===== config.mk =====
export PLATFORM = sky130hd
export DESIGN_NAME = hazard_forward_unit
export DESIGN_NICKNAME = d
export VERILOG_FILES = /design/src/rtl/hazard_forward_unit.sv
export SDC_FILE = /design/constraint.sdc
export NUM_CORES = 1
export LEC_CHECK = 0
export CORE_MARGIN = 2
export CORE_UTILIZATION = 40
export CTS_BUF_LIST = sky130_fd_sc_hd__clkbuf_8
export CTS_CLUSTER_SIZE = 24
export DETAILED_ROUTE_END_ITERATION = 7
export GPL_ROUTABILITY_DRIVEN = 0
export GPL_TIMING_DRIVEN = 0
export PLACE_DENSITY = 0.76
export SKIP_CTS_REPAIR_TIMING = 1
export SYNTH_ARGS = -nofsm -noshare
export SYNTH_HDL_FRONTEND = slang
export SYNTH_SLANG_ARGS = --single-unit

===== constraint.sdc =====
create_clock -name clk -period 5.5 [get_ports clk]
set_input_delay 1.65 -clock clk [delete_from_list [all_inputs] [get_ports clk]]
set_output_delay 1.65 -clock clk [all_outputs]
set_load 0.1 [all_outputs]

===== src/rtl/hazard_forward_unit.sv =====
// hazard_forward_unit: tracks in-flight destinations across EX/MEM/WB, stalls on load-use
// and drives operand bypass selects. Bypassing is built only when `FORWARD_EN is defined.
module hazard_forward_unit #(
  parameter int ADDR_W       = 5,
  parameter int R0_HARDWIRED = 1
) (
  input  logic              clk,
  input  logic              reset,
  input  logic [31:0]       ins,
  input  logic              ins_valid,
  output logic              ins_ready,
  output logic [1:0]        mux_sel_A,
  output logic [1:0]        mux_sel_B,
  output logic              stall,
  output logic [ADDR_W-1:0] RW_wb,
  output logic              wb_en
);

  typedef enum logic {S_RUN, S_LSTALL} state_t;

  localparam logic [1:0] SEL_RF = 2'b00;

  function automatic logic match_fn(input logic              vld,
                                    input logic              wr,
                                    input logic [ADDR_W-1:0] dest,
                                    input logic [ADDR_W-1:0] src);
    return vld && wr && (dest == src) && !((R0_HARDWIRED != 0) && (dest == '0));
  endfunction

  logic [5:0]        op;
  logic              is_jmp, is_cj, is_ld, is_st, is_imm, is_alu;
  logic              dec_wr, rd_a, rd_b;
  logic [ADDR_W-1:0] dec_d, src_a, src_b;

  assign op     = ins[31:26];
  assign is_jmp = (op == 6'b011000);
  assign is_cj  = (op[5:2] == 4'b0111);
  assign is_ld  = (op == 6'b010100);
  assign is_st  = (op == 6'b010101);
  assign is_imm = (op[5:3] == 3'b001);
  assign is_alu = !(is_jmp || is_cj || is_ld || is_st || is_imm);
  assign dec_wr = is_alu || is_imm || is_ld;
  assign rd_a   = !is_jmp;
  assign rd_b   = is_alu || is_cj || is_st;
  assign dec_d  = ins[21 +: ADDR_W];
  assign src_a  = ins[16 +: ADDR_W];
  assign src_b  = ins[11 +: ADDR_W];

  // stage records: _p0 = EX, _p1 = MEM, _p2 = WB
  logic              vld_p0, vld_p1, vld_p2;
  logic              wr_p0, wr_p1, wr_p2;
  logic              ld_p0, ld_p1, ld_p2;
  logic [ADDR_W-1:0] dest_p0, dest_p1, dest_p2;

  logic hit_a_p0, hit_a_p1, hit_a_p2;
  logic hit_b_p0, hit_b_p1, hit_b_p2;

  // unused-source hits are masked here so they neither stall nor forward
  assign hit_a_p0 = rd_a && match_fn(vld_p0, wr_p0, dest_p0, src_a);
  assign hit_a_p1 = rd_a && match_fn(vld_p1, wr_p1, dest_p1, src_a);
  assign hit_a_p2 = rd_a && match_fn(vld_p2, wr_p2, dest_p2, src_a);
  assign hit_b_p0 = rd_b && match_fn(vld_p0, wr_p0, dest_p0, src_b);
  assign hit_b_p1 = rd_b && match_fn(vld_p1, wr_p1, dest_p1, src_b);
  assign hit_b_p2 = rd_b && match_fn(vld_p2, wr_p2, dest_p2, src_b);

  logic dep_stall;

`ifdef FORWARD_EN
  assign dep_stall = ins_valid && ld_p0 && (hit_a_p0 || hit_b_p0);
`else
  assign dep_stall = ins_valid && (hit_a_p0 || hit_a_p1 || hit_a_p2 ||
                                   hit_b_p0 || hit_b_p1 || hit_b_p2);
`endif

  state_t state, state_nx;
  logic   issue;

  always_comb begin
    state_nx  = state;
    ins_ready = 1'b1;
    case (state)
      S_RUN: begin
        if (dep_stall) begin
          ins_ready = 1'b0;
`ifdef FORWARD_EN
          state_nx  = S_LSTALL;
`endif
        end
      end
      S_LSTALL: state_nx = S_RUN;
    endcase
  end

  always_ff @(posedge clk or negedge reset) begin
    if (!reset) state <= S_RUN;
    else        state <= state_nx;
  end

  assign issue = ins_valid && ins_ready;
  assign stall = !ins_ready;

  always_ff @(posedge clk or negedge reset) begin
    if (!reset) begin
      vld_p0  <= 1'b0;
      wr_p0   <= 1'b0;
      ld_p0   <= 1'b0;
      dest_p0 <= '0;
      vld_p1  <= 1'b0;
      wr_p1   <= 1'b0;
      ld_p1   <= 1'b0;
      dest_p1 <= '0;
      vld_p2  <= 1'b0;
      wr_p2   <= 1'b0;
      ld_p2   <= 1'b0;
      dest_p2 <= '0;
    end else begin
      vld_p2  <= vld_p1;
      wr_p2   <= wr_p1;
      ld_p2   <= ld_p1;
      dest_p2 <= dest_p1;
      vld_p1  <= vld_p0;
      wr_p1   <= wr_p0;
      ld_p1   <= ld_p0;
      dest_p1 <= dest_p0;
      if (issue) begin
        vld_p0  <= 1'b1;
        wr_p0   <= dec_wr;
        ld_p0   <= is_ld;
        dest_p0 <= dec_d;
      end else begin
        vld_p0  <= 1'b0;
        wr_p0   <= 1'b0;
        ld_p0   <= 1'b0;
        dest_p0 <= '0;
      end
    end
  end

`ifdef FORWARD_EN
  localparam logic [1:0] SEL_EX  = 2'b01;
  localparam logic [1:0] SEL_MEM = 2'b10;
  localparam logic [1:0] SEL_WB  = 2'b11;

  function automatic logic [1:0] prio_fn(input logic h_ex, input logic h_mem, input logic h_wb);
    if (h_ex)  return SEL_EX;
    if (h_mem) return SEL_MEM;
    if (h_wb)  return SEL_WB;
    return SEL_RF;
  endfunction

  logic [1:0] sel_a_p0, sel_b_p0;

  // selects are captured on the issue edge and held across stalls and idle cycles
  always_ff @(posedge clk or negedge reset) begin
    if (!reset) begin
      sel_a_p0 <= SEL_RF;
      sel_b_p0 <= SEL_RF;
    end else if (issue) begin
      sel_a_p0 <= prio_fn(hit_a_p0, hit_a_p1, hit_a_p2);
      sel_b_p0 <= prio_fn(hit_b_p0, hit_b_p1, hit_b_p2);
    end
  end

  assign mux_sel_A = sel_a_p0;
  assign mux_sel_B = sel_b_p0;
`else
  assign mux_sel_A = SEL_RF;
  assign mux_sel_B = SEL_RF;
`endif

  assign RW_wb = dest_p2;
  assign wb_en = vld_p2 && wr_p2 && !((R0_HARDWIRED != 0) && (dest_p2 == '0));

  logic unused_ok;
  assign unused_ok = ^{ins, ld_p0, ld_p1, ld_p2};

endmodule


# Word level (Yosys, flattened, before mapping)
# Cells that the tools add are included.
# word_totals
ff_bits	21
in_bits	35
out_inout_bits	12
elab_cells	69
# op_classes
eq_ne	11
mux	4
reduce_logical	45
# op_table
op	n
$eq A5 B5 Y1	6
$logic_and A1 B1 Y1	24
$eq A6 B5 Y1 const B	3
$logic_not A5 Y1	3
$logic_or A1 B1 Y1	13
$logic_not A1 Y1	5
$mux W5	1
$eq A4 B3 Y1 const B	1
$eq A3 B1 Y1 const B	1
$mux W1	3

# Logic depth before layout (Yosys ltp)
# depth
ltp_word	16
ltp_mapped	6
depth_no_buf	6

# Worst setup path before layout
# No wires, ideal clock.
# synth_path
kind	input to output
startpoint	in ins[13]
endpoint	out stall
arrival_ns	3.892
required_ns	3.850
slack_ns	-0.042
cell_stages	5
n_path_buf	0
cell_sequence	xor2_1 -> or4_1 -> a31oi_1 -> a21oi_2 -> nor2b_1
# synth_via
elab_chain_len	8
elab_cells_between_ends	16
classes_between	3 x eq/ne; 13 x reduce/logical
# synth_rtl
element	line	text
from (decl)	9	input logic [31:0] ins,
$eq A5 B5 Y1	27	return vld && wr && (dest == src) && !((R0_HARDWIRED != 0) && (dest == '0));
$logic_and A1 B1 Y1 (2 in a row)	27	
$logic_and A1 B1 Y1	62	assign hit_b_p0 = rd_b && match_fn(vld_p0, wr_p0, dest_p0, src_b);
$logic_or A1 B1 Y1	71	assign dep_stall = ins_valid && (hit_a_p0 || hit_a_p1 || hit_a_p2 ||
$logic_or A1 B1 Y1	72	hit_b_p0 || hit_b_p1 || hit_b_p2);
$logic_or A1 B1 Y1 (*)	72	
$logic_and A1 B1 Y1 (*)	71	
to (decl)	14	output logic stall,
# Every way passes the cells marked *; elsewhere a longest branch is shown, timed or not.

# Worst setup path after layout
# layout_path
startpoint	in ins[17]
endpoint	out ins_ready
# layout_via
elab_chain_len	11
elab_cells_between_ends	19
classes_between	3 x eq/ne; 1 x mux; 15 x reduce/logical
# layout_rtl
element	line	text
$eq A5 B5 Y1	27	
$logic_and A1 B1 Y1 (2 in a row)	27	
$logic_and A1 B1 Y1 (on tied branches)	59, 60	
$logic_or A1 B1 Y1	71	
$logic_or A1 B1 Y1 (*) (2 in a row)	71	
$logic_or A1 B1 Y1 (*) (2 in a row)	72	
$logic_and A1 B1 Y1 (*)	71	
$mux W1 (*)	83	if (dep_stall) begin
to (decl)	11	output logic ins_ready,
# Marked as above.

==> out/results.tsv <==
stage	metric	value	unit
synth	netlist.area_leader.share	0.482	
global_route	busiest_layer	met2	
timing	setup_viol	0	
worst_setup_path	critPathMaxStageDelay	560	ps
drt	via_count	842	
synth	avgSynthCellArea	11.1	um^2
synth	yosys_warnings	0	
power	ir_drop	0.000143	V
worst_setup_path	crit_path_max_fanout	9	
worst_setup_path	crit_path_end_kind	primary output	
floorplanning	ioPinCount	47	
worst_setup_path	crit_type	in -> out	
clock_network	clk_pin_slew	70	ps
placement	post-place-cells	162	
status	status	completed	
power	leakage	0.648	nW
placement	detailedPlace.worstSlack	-579	ps
cells_and_area	layout-drive-gt1-share	0.0882	
power	p_per_area	249	nW/um^2
synth	netlist_top_cells_area	dfrtp_1, xnor2_1, xor2_1	
timing	maxSlewHeadroom	0.351	
synth	synth_edf_count	0	
drt	routed_wl	2.43	mm
synth	synth_common_cells	dfrtp_1, xnor2_1, xor2_1, and3_1, nand3_1	
power	finalPower	0.371	mW
clock_network	htree_levels	1	
timing	finalHoldViolCount	0	
cells_and_area	antenna_cells	0	
global_route	met1_usage	0.192	
drt	avgRoutedWirePerCell	14.7	um
drt	drt_first_pass_iters	4	
clock_network	clockBufferDepth	2	
global_route	grt_max_degree	22	
placement	placed_cell_area	1450	um^2
synth	yosysTopAreaCell	dfrtp_1	
synth	ys_types	27	
floorplanning	start_util	0.433	
clock_network	cts_buffers	3	
synth	syn_area	1090	um^2
floorplanning	core_area	2520	um^2
floorplanning	dieArea	3160	um^2
cells_and_area	fillerInstances	220	
timing	worst_pin_slew	970	ps
worst_setup_path	crit_slowest_cell	clkdlybuf4s50_1	
floorplanning	fp.dieW	56.2	um
worst_setup_path	crit_buf_inv	2	
timing	setup_ws	178	ps
timing	min_period	5320	ps
cells_and_area	fin_area	1490	um^2
synth	ys_seq_elements	21	
worst_setup_path	startpoint_type	primary input	
timing	maxSlewViolCount	0	
worst_setup_path	cp_data_arrival_time	3670	ps
clock_network	cts_sinks	21	
global_route	grt_pass1_wl	4.10	mm
synth	synth.most_common_cell	dfrtp_1	
floorplanning	row_count	18	
timing	finalCritPeriodShare	0.968	
global_route	use_met2	0.301	
clock_network	clk-insertion-delay-late	250	ps
drt	ant_nets	0	
floorplanning	dieHeight	56.2	um
placement	hpwl	2.02	mm
worst_setup_path	crit_chain	clkdlybuf4s50_1 -> xor2_1 -> nor4_1 -> a211o_1 -> a21oi_2 -> nand2b_1 -> buf_2	
worst_setup_path	crit_family	buffers and inverters	
timing	fmax	0.188	GHz
synth	synthCells	98	
drt	detail_route.vias_per_cell	5.07	
synth	synthFlopType	dfrtp_1	
synth	async_flop_share	1.00	
global_route	grtUsageMet3	0.0302	
drt	drt_iter0_drc	19	
cells_and_area	stdcell_count	166	
placement	numPortBuffers	31	
timing	hold_ws	376	ps
global_route	antenna_found_initial	0	
timing	rsz0062_at_grt	no	
drt	post-route-drc-count	0	
clock_network	clock-root-buffer	clkbuf_8	
timing	fin_worst_skew	6.23	ps
cells_and_area	syn2layout_area_growth	36.6	%
clock_network	cts_tree	built	
global_route	grt_pass1_vias	909	
cells_and_area	num-nets-final	172	
global_route	overflow	0	
worst_setup_path	critPathRequiredTime	3850	ps
synth	yosysSeqAreaShare	0.482	
min_path	hp-class	reg -> reg	
job	maxCapViolCount	0	
global_route	grt_use_total	0.169	
## power breakdown
part	internal (mW)	switching (mW)
sequential	0.164	0.0114
clock	0.0495	0.0442
combinational	0.0410	0.0602
## cells in the final DEF, fill, tap and decap left out, types with 2 or more instances in the layout
cell              n
nand2b_1          2
nor4_1            2
nand2_1           2
or4_1             4
xnor2_1          17
xor2_1           13
conb_1            4
dfrtp_1          21
buf_4             4
and3_1            6
nor2b_1           2
nor3_1            2
nand3_1           6
clkbuf_8          3
clkdlybuf4s50_1  29
o21ai_0           2
## flip-flops by register name, summed over array words and instances (netlist names)
signal / flops
dest_p1: 5
vld_p2: 1
vld_p0: 1
vld_p1: 1
RW_wb: 5
dest_p0: 5
wr_p0: 1
wr_p1: 1
wr_p2: 1
## per-layer routing
metal / routed length [um] / up-vias / part of all wire
met5: 0 / - / 0
met4: 38 / 0 / 0.016
met2: 1300 / 32 / 0.53
met3: 130 / 4 / 0.053
li1: - / 410 / -
met1: 968 / 396 / 0.40
## stage by stage
step	setup TNS, ps	util
3_3_place_gp	-1030	0.576
4_1_cts	-1160	0.594
5_1_grt	0	0.591
3_5_place_dp	-1130	0.576
2_1_floorplan	0	-
6_report	0	0.591
## layout make-up
cell class	count	area, um^2	share of cell area
timing repair buffer	31	303	0.203
buffer	4	30.0	0.0202
clock buffer	3	41.3	0.0277
clock inverter	1	3.75	0.00252
multi-input combinational	76	549	0.369
sequential	21	526	0.353
tap	30	37.5	0.0252
## final timing paths
kind	from	slack (ps)	to	depth (start not counted)
max	ins[17]	180	ins_ready	7
min	wr_p1	380	wr_p2	0
max reg2reg	dest_p0[1]	3320	dest_p0[1]	6
min reg2reg	wr_p1	380	wr_p2	0
max in group asynchronous	reset	3060	dest_p1[2]	1
min in group asynchronous	reset	1890	vld_p2	1
## worst register-to-register path: cells and delay by family (launching register included)
family,cells,cell delay (ps)
and+or+nand+nor,3,880
AOI/OAI and AO/OA,3,830
DFF,1,420
## cells by family (layout without fill, tap and decap cells)
logic type | count (synthesis) | after routing | synth area share
AOI/OAI and AO/OA | 9 | 9 | 0.0631
xor gates and xnor gates | 30 | 30 | 0.241
buffers and inverters | 4 | 39 | 0.0275
DFF | 21 | 21 | 0.482
muxes | 1 | 1 | 0.00917
other | 1 | 4 | 0.00344
and+or+nand+nor | 32 | 32 | 0.174
Power figures use the tool's default switching activity.
